## config.mk

```make
export PLATFORM = sky130hd
export DESIGN_NAME = axi_ni_target_request_decoder
export DESIGN_NICKNAME = d
export VERILOG_FILES = /design/src/rtl/axi_ni_target_request_decoder_pkg.sv /design/src/rtl/axi_ni_target_request_decoder_burst_map.sv /design/src/rtl/axi_ni_target_request_decoder.sv
export SDC_FILE = /design/constraint.sdc
export NUM_CORES = 1
export LEC_CHECK = 0
export ABC_CLOCK_PERIOD_IN_PS = 2900
export BUFFER_PORTS_ARGS = -buffer_cell sky130_fd_sc_hd__buf_2
export CAP_MARGIN = 20
export CORE_MARGIN = 8
export CORE_UTILIZATION = 46
export CTS_CLUSTER_DIAMETER = 100
export DETAILED_ROUTE_END_ITERATION = 10
export PLACE_DENSITY = 0.87
export SLEW_MARGIN = 20
export SYNTH_ARGS = -nofsm -noshare
export SYNTH_HDL_FRONTEND = slang
export SYNTH_HIERARCHICAL = 1
export SYNTH_SLANG_ARGS = --single-unit
```

## constraint.sdc

```tcl
create_clock -name clk -period 2.9 [get_ports clk]
set_input_delay 0.29 -clock clk [delete_from_list [all_inputs] [get_ports clk]]
set_output_delay 0.29 -clock clk [all_outputs]
set_load 0.01 [all_outputs]
```

## src/rtl/axi_ni_target_request_decoder_pkg.sv

```systemverilog
// Shared field widths, NoC/AXI code points and FSM types for the target-side
// request decoder.
package axi_ni_target_request_decoder_pkg;

  localparam int PACKET_COMMAND_W      = 4;
  localparam int PACKET_ADDRESS_W      = 32;
  localparam int PACKET_BURST_LENGTH_W = 9;
  localparam int PACKET_BURST_INCR_W   = 3;
  localparam int PACKET_BURST_SEQ_W    = 2;

  localparam int AXI_LEN_W   = 8;
  localparam int AXI_SIZE_W  = 3;
  localparam int AXI_BURST_W = 2;

  localparam logic [PACKET_COMMAND_W-1:0] PACKET_CMD_READ = 4'h1;
  localparam logic [PACKET_COMMAND_W-1:0] PACKET_CMD_WRNP = 4'h2;
  localparam logic [PACKET_COMMAND_W-1:0] PACKET_CMD_WR   = 4'h3;

  localparam logic [PACKET_BURST_SEQ_W-1:0] PACKET_SEQ_STRM = 2'd0;
  localparam logic [PACKET_BURST_SEQ_W-1:0] PACKET_SEQ_INCR = 2'd1;
  localparam logic [PACKET_BURST_SEQ_W-1:0] PACKET_SEQ_WRAP = 2'd2;

  localparam logic [AXI_BURST_W-1:0] AXI_BURST_FIXED = 2'b00;
  localparam logic [AXI_BURST_W-1:0] AXI_BURST_INCR  = 2'b01;
  localparam logic [AXI_BURST_W-1:0] AXI_BURST_WRAP  = 2'b10;

  typedef enum logic [1:0] {
    ST_IDLE,
    ST_ADDR_RD,
    ST_ADDR_WR,
    ST_WDATA
  } state_t;

  typedef enum logic [1:0] {
    CMD_CLASS_DROP,
    CMD_CLASS_READ,
    CMD_CLASS_WRITE
  } cmd_class_t;

  function automatic cmd_class_t classify_cmd(input logic [PACKET_COMMAND_W-1:0] cmd);
    if (cmd == PACKET_CMD_READ) return CMD_CLASS_READ;
    if (cmd == PACKET_CMD_WRNP || cmd == PACKET_CMD_WR) return CMD_CLASS_WRITE;
    return CMD_CLASS_DROP;
  endfunction

endpackage

```

## src/rtl/axi_ni_target_request_decoder_burst_map.sv

```systemverilog
// Combinational translation of packet burst fields to AXI axburst/axsize/axlen,
// plus a flag saying whether the burst can be expressed on this AXI port.
module axi_ni_target_request_decoder_burst_map
  import axi_ni_target_request_decoder_pkg::*;
#(
  parameter int AXIWDATAWD = 32
) (
  input  logic [PACKET_BURST_SEQ_W-1:0]    burst_seq,
  input  logic [PACKET_BURST_INCR_W-1:0]   burst_incr,
  input  logic [PACKET_BURST_LENGTH_W-1:0] burst_length,
  output logic [AXI_BURST_W-1:0]           axburst,
  output logic [AXI_SIZE_W-1:0]            axsize,
  output logic [AXI_LEN_W-1:0]             axlen,
  output logic                             legal
);

  localparam int MAX_SIZE = $clog2(AXIWDATAWD / 8);

  always_comb begin
    axburst = AXI_BURST_INCR;
    case (burst_seq)
      PACKET_SEQ_STRM: axburst = AXI_BURST_FIXED;
      PACKET_SEQ_INCR: axburst = AXI_BURST_INCR;
      PACKET_SEQ_WRAP: axburst = AXI_BURST_WRAP;
      default:         axburst = AXI_BURST_INCR;
    endcase
  end

  assign axsize = AXI_SIZE_W'(burst_incr);
  assign axlen  = AXI_LEN_W'(burst_length - PACKET_BURST_LENGTH_W'(1));

  // Beat size may not exceed the data bus; length must fit the AXI len field.
  assign legal = (burst_length != '0)
              && (int'(burst_length) <= (1 << AXI_LEN_W))
              && (int'(burst_incr) <= MAX_SIZE);

endmodule

```

## src/rtl/axi_ni_target_request_decoder.sv

```systemverilog
// Target-side NI: converts one depacketized NoC request header at a time into
// an AXI AR, or AW followed by its W burst with generated WLAST.
module axi_ni_target_request_decoder
  import axi_ni_target_request_decoder_pkg::*;
#(
  parameter int FLIT_WIDTH  = 32,
  parameter int AXIWDATAWD  = 32,
  parameter int AXIARADDRWD = 32,
  parameter int AXIAWADDRWD = 32
) (
  input  logic                             clk,
  input  logic                             rst_n,
  input  logic                             req_valid,
  output logic                             req_ready,
  input  logic [PACKET_COMMAND_W-1:0]      req_command,
  input  logic [PACKET_ADDRESS_W-1:0]      req_address,
  input  logic [PACKET_BURST_LENGTH_W-1:0] req_burst_length,
  input  logic [PACKET_BURST_INCR_W-1:0]   req_burst_incr,
  input  logic [PACKET_BURST_SEQ_W-1:0]    req_burst_seq,
  input  logic [AXIWDATAWD-1:0]            pkt_wdata,
  input  logic [AXIWDATAWD/8-1:0]          pkt_wstrb,
  input  logic                             pkt_wvalid,
  output logic                             pkt_wready,
  output logic [AXIAWADDRWD-1:0]           awaddr,
  output logic [AXI_LEN_W-1:0]             awlen,
  output logic [AXI_SIZE_W-1:0]            awsize,
  output logic [AXI_BURST_W-1:0]           awburst,
  output logic                             awvalid,
  input  logic                             awready,
  output logic [AXIARADDRWD-1:0]           araddr,
  output logic [AXI_LEN_W-1:0]             arlen,
  output logic [AXI_SIZE_W-1:0]            arsize,
  output logic [AXI_BURST_W-1:0]           arburst,
  output logic                             arvalid,
  input  logic                             arready,
  output logic [AXIWDATAWD-1:0]            wdata,
  output logic [AXIWDATAWD/8-1:0]          wstrb,
  output logic                             wlast,
  output logic                             wvalid,
  input  logic                             wready,
  output logic                             err_unsupported
);

  if (AXIWDATAWD % 8 != 0 || FLIT_WIDTH < PACKET_COMMAND_W) begin : g_param_check
    $error("axi_ni_target_request_decoder: unsupported width parameters");
  end

  state_t                           state, next_state;
  logic [PACKET_ADDRESS_W-1:0]      addr_q;
  logic [AXI_LEN_W-1:0]             len_q;
  logic [AXI_SIZE_W-1:0]            size_q;
  logic [AXI_BURST_W-1:0]           burst_q;
  logic [PACKET_BURST_LENGTH_W-1:0] cnt_q;
  logic                             err_q;

  logic [AXI_BURST_W-1:0] map_burst;
  logic [AXI_SIZE_W-1:0]  map_size;
  logic [AXI_LEN_W-1:0]   map_len;
  logic                   map_legal;
  cmd_class_t             cmd_class;
  logic                   load_hdr, load_cnt, dec_cnt, drop;

  axi_ni_target_request_decoder_burst_map #(
    .AXIWDATAWD(AXIWDATAWD)
  ) u_burst_map (
    .burst_seq   (req_burst_seq),
    .burst_incr  (req_burst_incr),
    .burst_length(req_burst_length),
    .axburst     (map_burst),
    .axsize      (map_size),
    .axlen       (map_len),
    .legal       (map_legal)
  );

  assign cmd_class = classify_cmd(req_command);

  always_ff @(posedge clk or negedge rst_n) begin
    if (!rst_n) state <= ST_IDLE;
    else        state <= next_state;
  end

  always_comb begin
    next_state = state;
    req_ready  = 1'b0;
    load_hdr   = 1'b0;
    load_cnt   = 1'b0;
    dec_cnt    = 1'b0;
    drop       = 1'b0;
    case (state)
      ST_IDLE: begin
        req_ready = 1'b1;
        if (req_valid) begin
          if (map_legal && cmd_class == CMD_CLASS_READ) begin
            next_state = ST_ADDR_RD;
            load_hdr   = 1'b1;
          end else if (map_legal && cmd_class == CMD_CLASS_WRITE) begin
            next_state = ST_ADDR_WR;
            load_hdr   = 1'b1;
          end else begin
            drop = 1'b1;
          end
        end
      end
      ST_ADDR_RD: if (arready) next_state = ST_IDLE;
      ST_ADDR_WR: begin
        if (awready) begin
          next_state = ST_WDATA;
          load_cnt   = 1'b1;
        end
      end
      ST_WDATA: begin
        if (pkt_wvalid && wready) begin
          dec_cnt = 1'b1;
          if (cnt_q == PACKET_BURST_LENGTH_W'(1)) next_state = ST_IDLE;
        end
      end
      default: next_state = ST_IDLE;
    endcase
  end

  always_ff @(posedge clk or negedge rst_n) begin
    if (!rst_n) begin
      addr_q  <= '0;
      len_q   <= '0;
      size_q  <= '0;
      burst_q <= '0;
      cnt_q   <= '0;
      err_q   <= 1'b0;
    end else begin
      if (load_hdr) begin
        addr_q  <= req_address;
        len_q   <= map_len;
        size_q  <= map_size;
        burst_q <= map_burst;
      end
      if (load_cnt)     cnt_q <= PACKET_BURST_LENGTH_W'(len_q) + PACKET_BURST_LENGTH_W'(1);
      else if (dec_cnt) cnt_q <= cnt_q - PACKET_BURST_LENGTH_W'(1);
      err_q <= drop;
    end
  end

  // AR and AW share one header register set; the valids say which is live.
  assign araddr  = AXIARADDRWD'(addr_q);
  assign arlen   = len_q;
  assign arsize  = size_q;
  assign arburst = burst_q;
  assign arvalid = (state == ST_ADDR_RD);

  assign awaddr  = AXIAWADDRWD'(addr_q);
  assign awlen   = len_q;
  assign awsize  = size_q;
  assign awburst = burst_q;
  assign awvalid = (state == ST_ADDR_WR);

  assign wdata      = pkt_wdata;
  assign wstrb      = pkt_wstrb;
  assign wvalid     = (state == ST_WDATA) && pkt_wvalid;
  assign pkt_wready = (state == ST_WDATA) && wready;
  assign wlast      = wvalid && (cnt_q == PACKET_BURST_LENGTH_W'(1));

  assign err_unsupported = err_q;

endmodule

```

Word-level counts from Yosys, hierarchy flattened

Cells that the tools add are included.
Widths: inputs -> output; s select.

Input port bits: 93
Output and inout bits: 133
Register bits: 57

Equality and inequality tests: 16
$lt $le $gt $ge: 2
Reductions and logical operators: 14
Mux-type cells: 31
Add/sub/neg operators: 3

Operators with widths:

| kind                | number |
|---|---|
| $mux 2              | 11 |
| $mux 9              | 2 |
| $mux 1              | 16 |
| $add 8x1->9 const B | 1 |
| $eq 9x1->1 const B  | 1 |
| $le 9x9->1 const B  | 1 |
| $reduce_bool 9->1   | 1 |
| $sub 9x1->9 const B | 1 |
| $eq 2x2->1 const B  | 4 |
| $eq 4x2->1 const B  | 2 |
| $logic_and 1x1->1   | 8 |
| $pmux 2 s4          | 1 |
| $sub 8x1->8 const B | 1 |
| $ne 2x2->1 const B  | 3 |
| $reduce_and 6->1    | 1 |
| $eq 2x1->1 const B  | 2 |
| $eq 4x1->1 const B  | 1 |
| $logic_not 2->1     | 2 |
| $ne 2x1->1 const B  | 2 |
| $pmux 2 s2          | 1 |
| $le 3x2->1 const B  | 1 |
| $ne 3x3->1 const B  | 1 |
| $reduce_bool 2->1   | 1 |
| $logic_or 1x1->1    | 1 |

Depth between registers and ports, before layout

Depth in word-level cells: 12
Gate-level depth with buffers: 11

Hierarchy

The synthesis kept the hierarchy.

Modules (own cells, without submodules):

| module                                  | sequential area each (sq um) | area an instance (sq um) | cells an instance | instances |
|---|---|---|---|---|
| axi_ni_target_request_decoder           | 1426.4                       | 3169.3                   | 271               | 1 |
| axi_ni_target_request_decoder_burst_map | 0.0                          | 212.7                    | 30                | 1 |

Least setup slack after synthesis

No wires, ideal clock.

Kind: input -> register
From: input req_burst_length[0]
To: register addr_q[29] (netlist: araddr[29])
Slack: 697 ps
Setup time: 125 ps
Data required time: 2775 ps
Stages: 11
Data arrival time: 2078 ps
Cells stage by stage: inv_1 -> ha_1 -> nor3b_1 -> a21oi_1 -> and3b_1 -> nor3b_2 -> o21a_1 -> and3_1 -> buf_4 -> buf_6 -> mux2_2

Word-level cells in the longest chain between the ends: 8
Elaborated cells between the ends (all ways): 10
Those cells by class: order compare: 1; mux: 4; reduce/logical: 5

RTL lines:

| element                                                | RTL line                                                                                     | text |
|---|---|---|
| start: declaration                                     | axi_ni_target_request_decoder.sv:17                                                          | `input logic [PACKET_BURST_LENGTH_W-1:0] req_burst_length,` |
| $le 9x9->1 / $reduce_bool 9->1 (equally long branches) | axi_ni_target_request_decoder_burst_map.sv:34, axi_ni_target_request_decoder_burst_map.sv:33 |  |
| $logic_and 1x1->1 *                                    | axi_ni_target_request_decoder_burst_map.sv:34                                                | `&& (int'(burst_length) <= (1 << AXI_LEN_W))` |
| $logic_and 1x1->1 *                                    | axi_ni_target_request_decoder_burst_map.sv:35                                                | `&& (int'(burst_incr) <= MAX_SIZE);` |
| named net map_legal                                    | axi_ni_target_request_decoder.sv:59                                                          | `logic map_legal;` |
| $logic_and 1x1->1                                      | axi_ni_target_request_decoder.sv:96                                                          | `end else if (map_legal && cmd_class == CMD_CLASS_WRITE) begin` |
| $mux 1                                                 | axi_ni_target_request_decoder.sv:96                                                          |  |
| $mux 1 *                                               | axi_ni_target_request_decoder.sv:93                                                          | `if (map_legal && cmd_class == CMD_CLASS_READ) begin` |
| $mux 1 *                                               | axi_ni_target_request_decoder.sv:92                                                          | `if (req_valid) begin` |
| $mux 1 *                                               | axi_ni_target_request_decoder.sv:89                                                          | `case (state)` |
| end signal: assignment                                 | axi_ni_target_request_decoder.sv:131                                                         | `addr_q <= req_address;` |
| end: declaration                                       | axi_ni_target_request_decoder.sv:49                                                          | `logic [PACKET_ADDRESS_W-1:0] addr_q;` |

The timed path passes the listed nets; every way through them passes the cells marked *.
A chain may end at the register's enable or synchronous reset.

Worst setup path in the final report

From: input req_burst_length[0]
To: register addr_q[20] (netlist: araddr[20])

Same word-level chain as after synthesis.

==> flow_results.org <==
** STA
- The clock arrives with 0.00807 ns of skew.
- Setup repair after global routing missed its margin :: no
- Final Cycle Share :: 0.787
- Static timing analysis puts the maximum clock frequency at 438 MHz.
- Final setup viols :: 0
- The number of max-slew violations in the final report came to 0.
- For the final routed database, the setup TNS stands at 0 ns.
- Headroom to the max-slew limit came out at 0.607.
- Final min period :: 2.28 ns
- Least-Margin Pin Slew :: 0.589 ns
- Final-layout worst hold slack :: -0.0234 ns
- Number of hold violations in the final report :: 45

** CTS
- Sink count of the clock tree :: 57
- After clock tree synthesis, the repair step resized 0 gates.
- Clock root buffer :: clkbuf_8
- Buffers inserted to repair hold after CTS numbered 0.
- Clock-pin transition on the worst setup and hold timing paths :: 0.06 ns
- Clock H-tree levels :: 3
- TritonCTS built the clock tree.
- Clock buffer count from CTS :: 9
- Maximum number of buffers from clock root to sink :: 2
- At the later pin of the worst-skew pair, clock insertion delay measures 0.32 ns.
- Post-CTS setup-driven buffer insertion count :: 0

** Place
- Once detailed placement completed, the half-perimeter wirelength came to 6.22 mm.
- Placer congestion estimate :: 0.752
- Port Buffers :: 153

** Logic synthesis
- Gate count after technology mapping :: 301
- Most instantiated flip-flop cell in the synthesis netlist :: dfrtp_1
- Synth area leader :: dfrtp_1
- Distinct cell type count after synthesis :: 40
- Post-synthesis cell area :: 3380 um2
- Async set-or-reset flop fraction in the synthesized netlist :: 1.00
- Dividing the synthesized area by the synthesized cell count gives 11.2 um2.
- The share of the Yosys chip area taken by registers is 0.422.
- After synthesis the netlist holds a flip-flop and latch count of 57.
- Yosys mapped a number of flops with a built-in enable equal to 0.
- Yosys top cell area share :: 0.422
- Count of synthesis-stage warnings from yosys :: 6
- Counting every net in the synthesized netlist gives 399.
- Leading post-synthesis cells by cell area :: dfrtp_1 (42%), buf_4 (19%), mux2_2 (14%)

** Global route
- Global routing usage summed across all routing layers :: 0.152
- The first global-routing pass estimated 12.2 mm of wire.
- The number of antenna violations at the first check in global routing came to 0.
- Vias in the first global route :: 2500
- Global routing finished with a remaining overflow of 0.
- Entering global routing, the biggest net connects 47 pins.

** Outcome
- The checks that failed: negative hold slack.
- Status :: finished with violations

** Power
- The share of total power dissipated in sequential elements is 0.421.
- Summed over all cells, the static leakage comes to 2.21 nW.
- The share of total power dissipated in combinational logic is 0.262.
- The share of total power dissipated in the clock network is 0.318.
- Power spent charging and discharging nets :: 816 uW
- Internal power comes to 1.81 mW.
- In this run the power density over the cells is 684 nW/um2.
- Post-layout power :: 2.63 mW
- IR analysis of the VDD net gives a maximum drop of 0.000382 V.
- Of the total power, the share spent switching nets is 0.310.

** Layout
- After the last flow step, the layout net total stands at 472.
- Commonest cells after routing, fill and taps aside :: buf_2 (152), dfrtp_1 (57), mux2_2 (43)
- Leading cell type in the layout, fill and taps excluded :: buf_2
- Ant diodes :: 0
- Of the cells placed in the final design, the portion with a size suffix greater than 1 is 0.588.
- Fill cell instance count of the final layout :: 680
- Layout Area Growth over Synthesis :: 13.7%

** Worst setup path
- Critical Path End Type :: register
- In this run the critical register-to-register path is launched from cnt_q[0].
- Maximum net fanout on the critical path :: 24
- CP cell instances :: buf_2, inv_1, ha_1, nor3b_1, a21oi_1, and3b_1, nor3b_2, o21a_1, and3_2, buf_12, mux2_2
- STA classifies the critical path startpoint as an input port.
- The worst register-to-register path has a depth of 6.
- For the worst setup path, the data required time is 3.10 ns.
- The slowest stage of the critical path belongs to the cell mux2_2.
- Data arrives at the worst endpoint at 2.48 ns.
- The worst register-to-register path ends at cnt_q[6].
- Slowest cell delay on critical path :: 0.35 ns
- R2r setup slk :: 1.14 ns
- The critical path is of the input port to register type.

** Floorplan
- Die X-Extent :: 102 um
- Floorplan die height :: 102 um
- Core area :: 7180 um2
- Overall die area :: 10400 um2
- For this design the top-level I/O count stands at 226.
- Number of placement rows :: 31
- For this configuration, the core starts out at a cell density of 0.471.

** Routing
- After detailed routing, the number of remaining DRC violations is 0.
- Summed over all layers, the routed wires come to 7.85 mm.
- In the routed layout, each cell is associated on average with a via count of 4.87.
- Wire length per cell :: 16.4 um
- Number of vias in the routed layout :: 2326
- Initial detailed-routing violation count :: 48
- In this run the remaining antenna-violating nets after routing total 0.
- First drt pass iteration count :: 4

** Job
- Across the run, the number of max-cap violations was 0.

** Min path
- Worst min path class :: input port to asynchronous set/reset pin
## critical path: cells and delay by family
| family | cells | cell delay [ns] |
|---|---|---|
| mux | 1 | 0.35 |
| fa+ha+maj | 1 | 0.16 |
| simple gates | 4 | 0.99 |
| compound gates | 2 | 0.29 |
| buf+inv | 3 | 0.40 |
## cells in the mapped netlist, types with 2 or more instances
cell type  instances
xnor2_1            9
buf_4             85
or4_4              2
dfrtp_1           57
mux2i_1            5
buf_6              4
buf_2              4
o21ai_0            3
mux2_2            43
o22ai_1            2
nor2_1             9
a21oi_1            5
nand2_1            9
nor2b_1            4
a221oi_1           2
mux2_1             3
nor4_1             4
inv_1              8
and3_1             7
nor3_1             4
ha_1               5
xor2_1             7
nand3_1            3
## per-stage QoR
step                      setup WS (ns)  area [um2]   util  instances
after floorplan                   0.698        3380      -        301
after global placement            0.414        3610  0.504        462
after detailed placement          0.320        3610  0.504        462
after CTS                         0.655        3840  0.535        478
after global routing              0.462        3840  0.536        478
final                             0.619        3840  0.536        478
## power groups by stage
stage	clock network, mW	logic (mW)	registers (mW)
2_1_floorplan	0	0.545	1.11
3_3_place_gp	0	0.683	1.11
3_5_place_dp	0	0.700	1.12
4_1_cts	0.865	0.704	1.10
5_1_grt	0.896	0.763	1.13
6_report	0.835	0.688	1.11
## metal layers
layer	wire, um	vias up	track usage
met1	2970	1115	0.165
met5	0	-	0
met4	89	0	0.0550
met3	887	11	0.0735
met2	3910	115	0.251
li1	-	1085	-
## state kept, by name, indices dropped and copies added, names as in the netlist
| name | flops |
|---|---|
| araddr | 32 |
| arsize | 3 |
| arburst | 2 |
| cnt_q | 9 |
| arlen | 8 |
| err_unsupported | 1 |
| state | 2 |
## worst max path at each step
stage / end / from / cells after the start / slack, ns
2_1_floorplan: araddr[29] / req_burst_length[0] / 11 / 0.70
3_3_place_gp: araddr[25] / req_burst_length[4] / 9 / 0.41
3_5_place_dp: araddr[6] / req_burst_length[0] / 11 / 0.32
4_1_cts: araddr[6] / req_burst_length[0] / 11 / 0.66
5_1_grt: araddr[21] / req_burst_length[0] / 11 / 0.46
6_report: araddr[20] / req_burst_length[0] / 11 / 0.62
## cells by family (layout without fill, tap and decap cells)
family | Yosys count | in the layout | share of synthesized area
mux | 51 | 51 | 0.168
flops | 57 | 57 | 0.422
buf+inv | 102 | 180 | 0.218
compound gates | 17 | 17 | 0.0329
simple gates | 53 | 53 | 0.0995
xor+xnor | 16 | 16 | 0.0414
fa+ha+maj | 5 | 5 | 0.0185
## cell type report
class                      count  area, um2  share of cell area
clock buffer                  11        151              0.0394
clock inverter                 5       77.6              0.0202
inverter                       8       30.0             0.00781
multi-input combinational    142       1220               0.317
sequential                    57       1430               0.371
tap                           99        124              0.0322
timing repair buffer         156        816               0.212
Note: power is estimated with default switching activity, not from simulation.
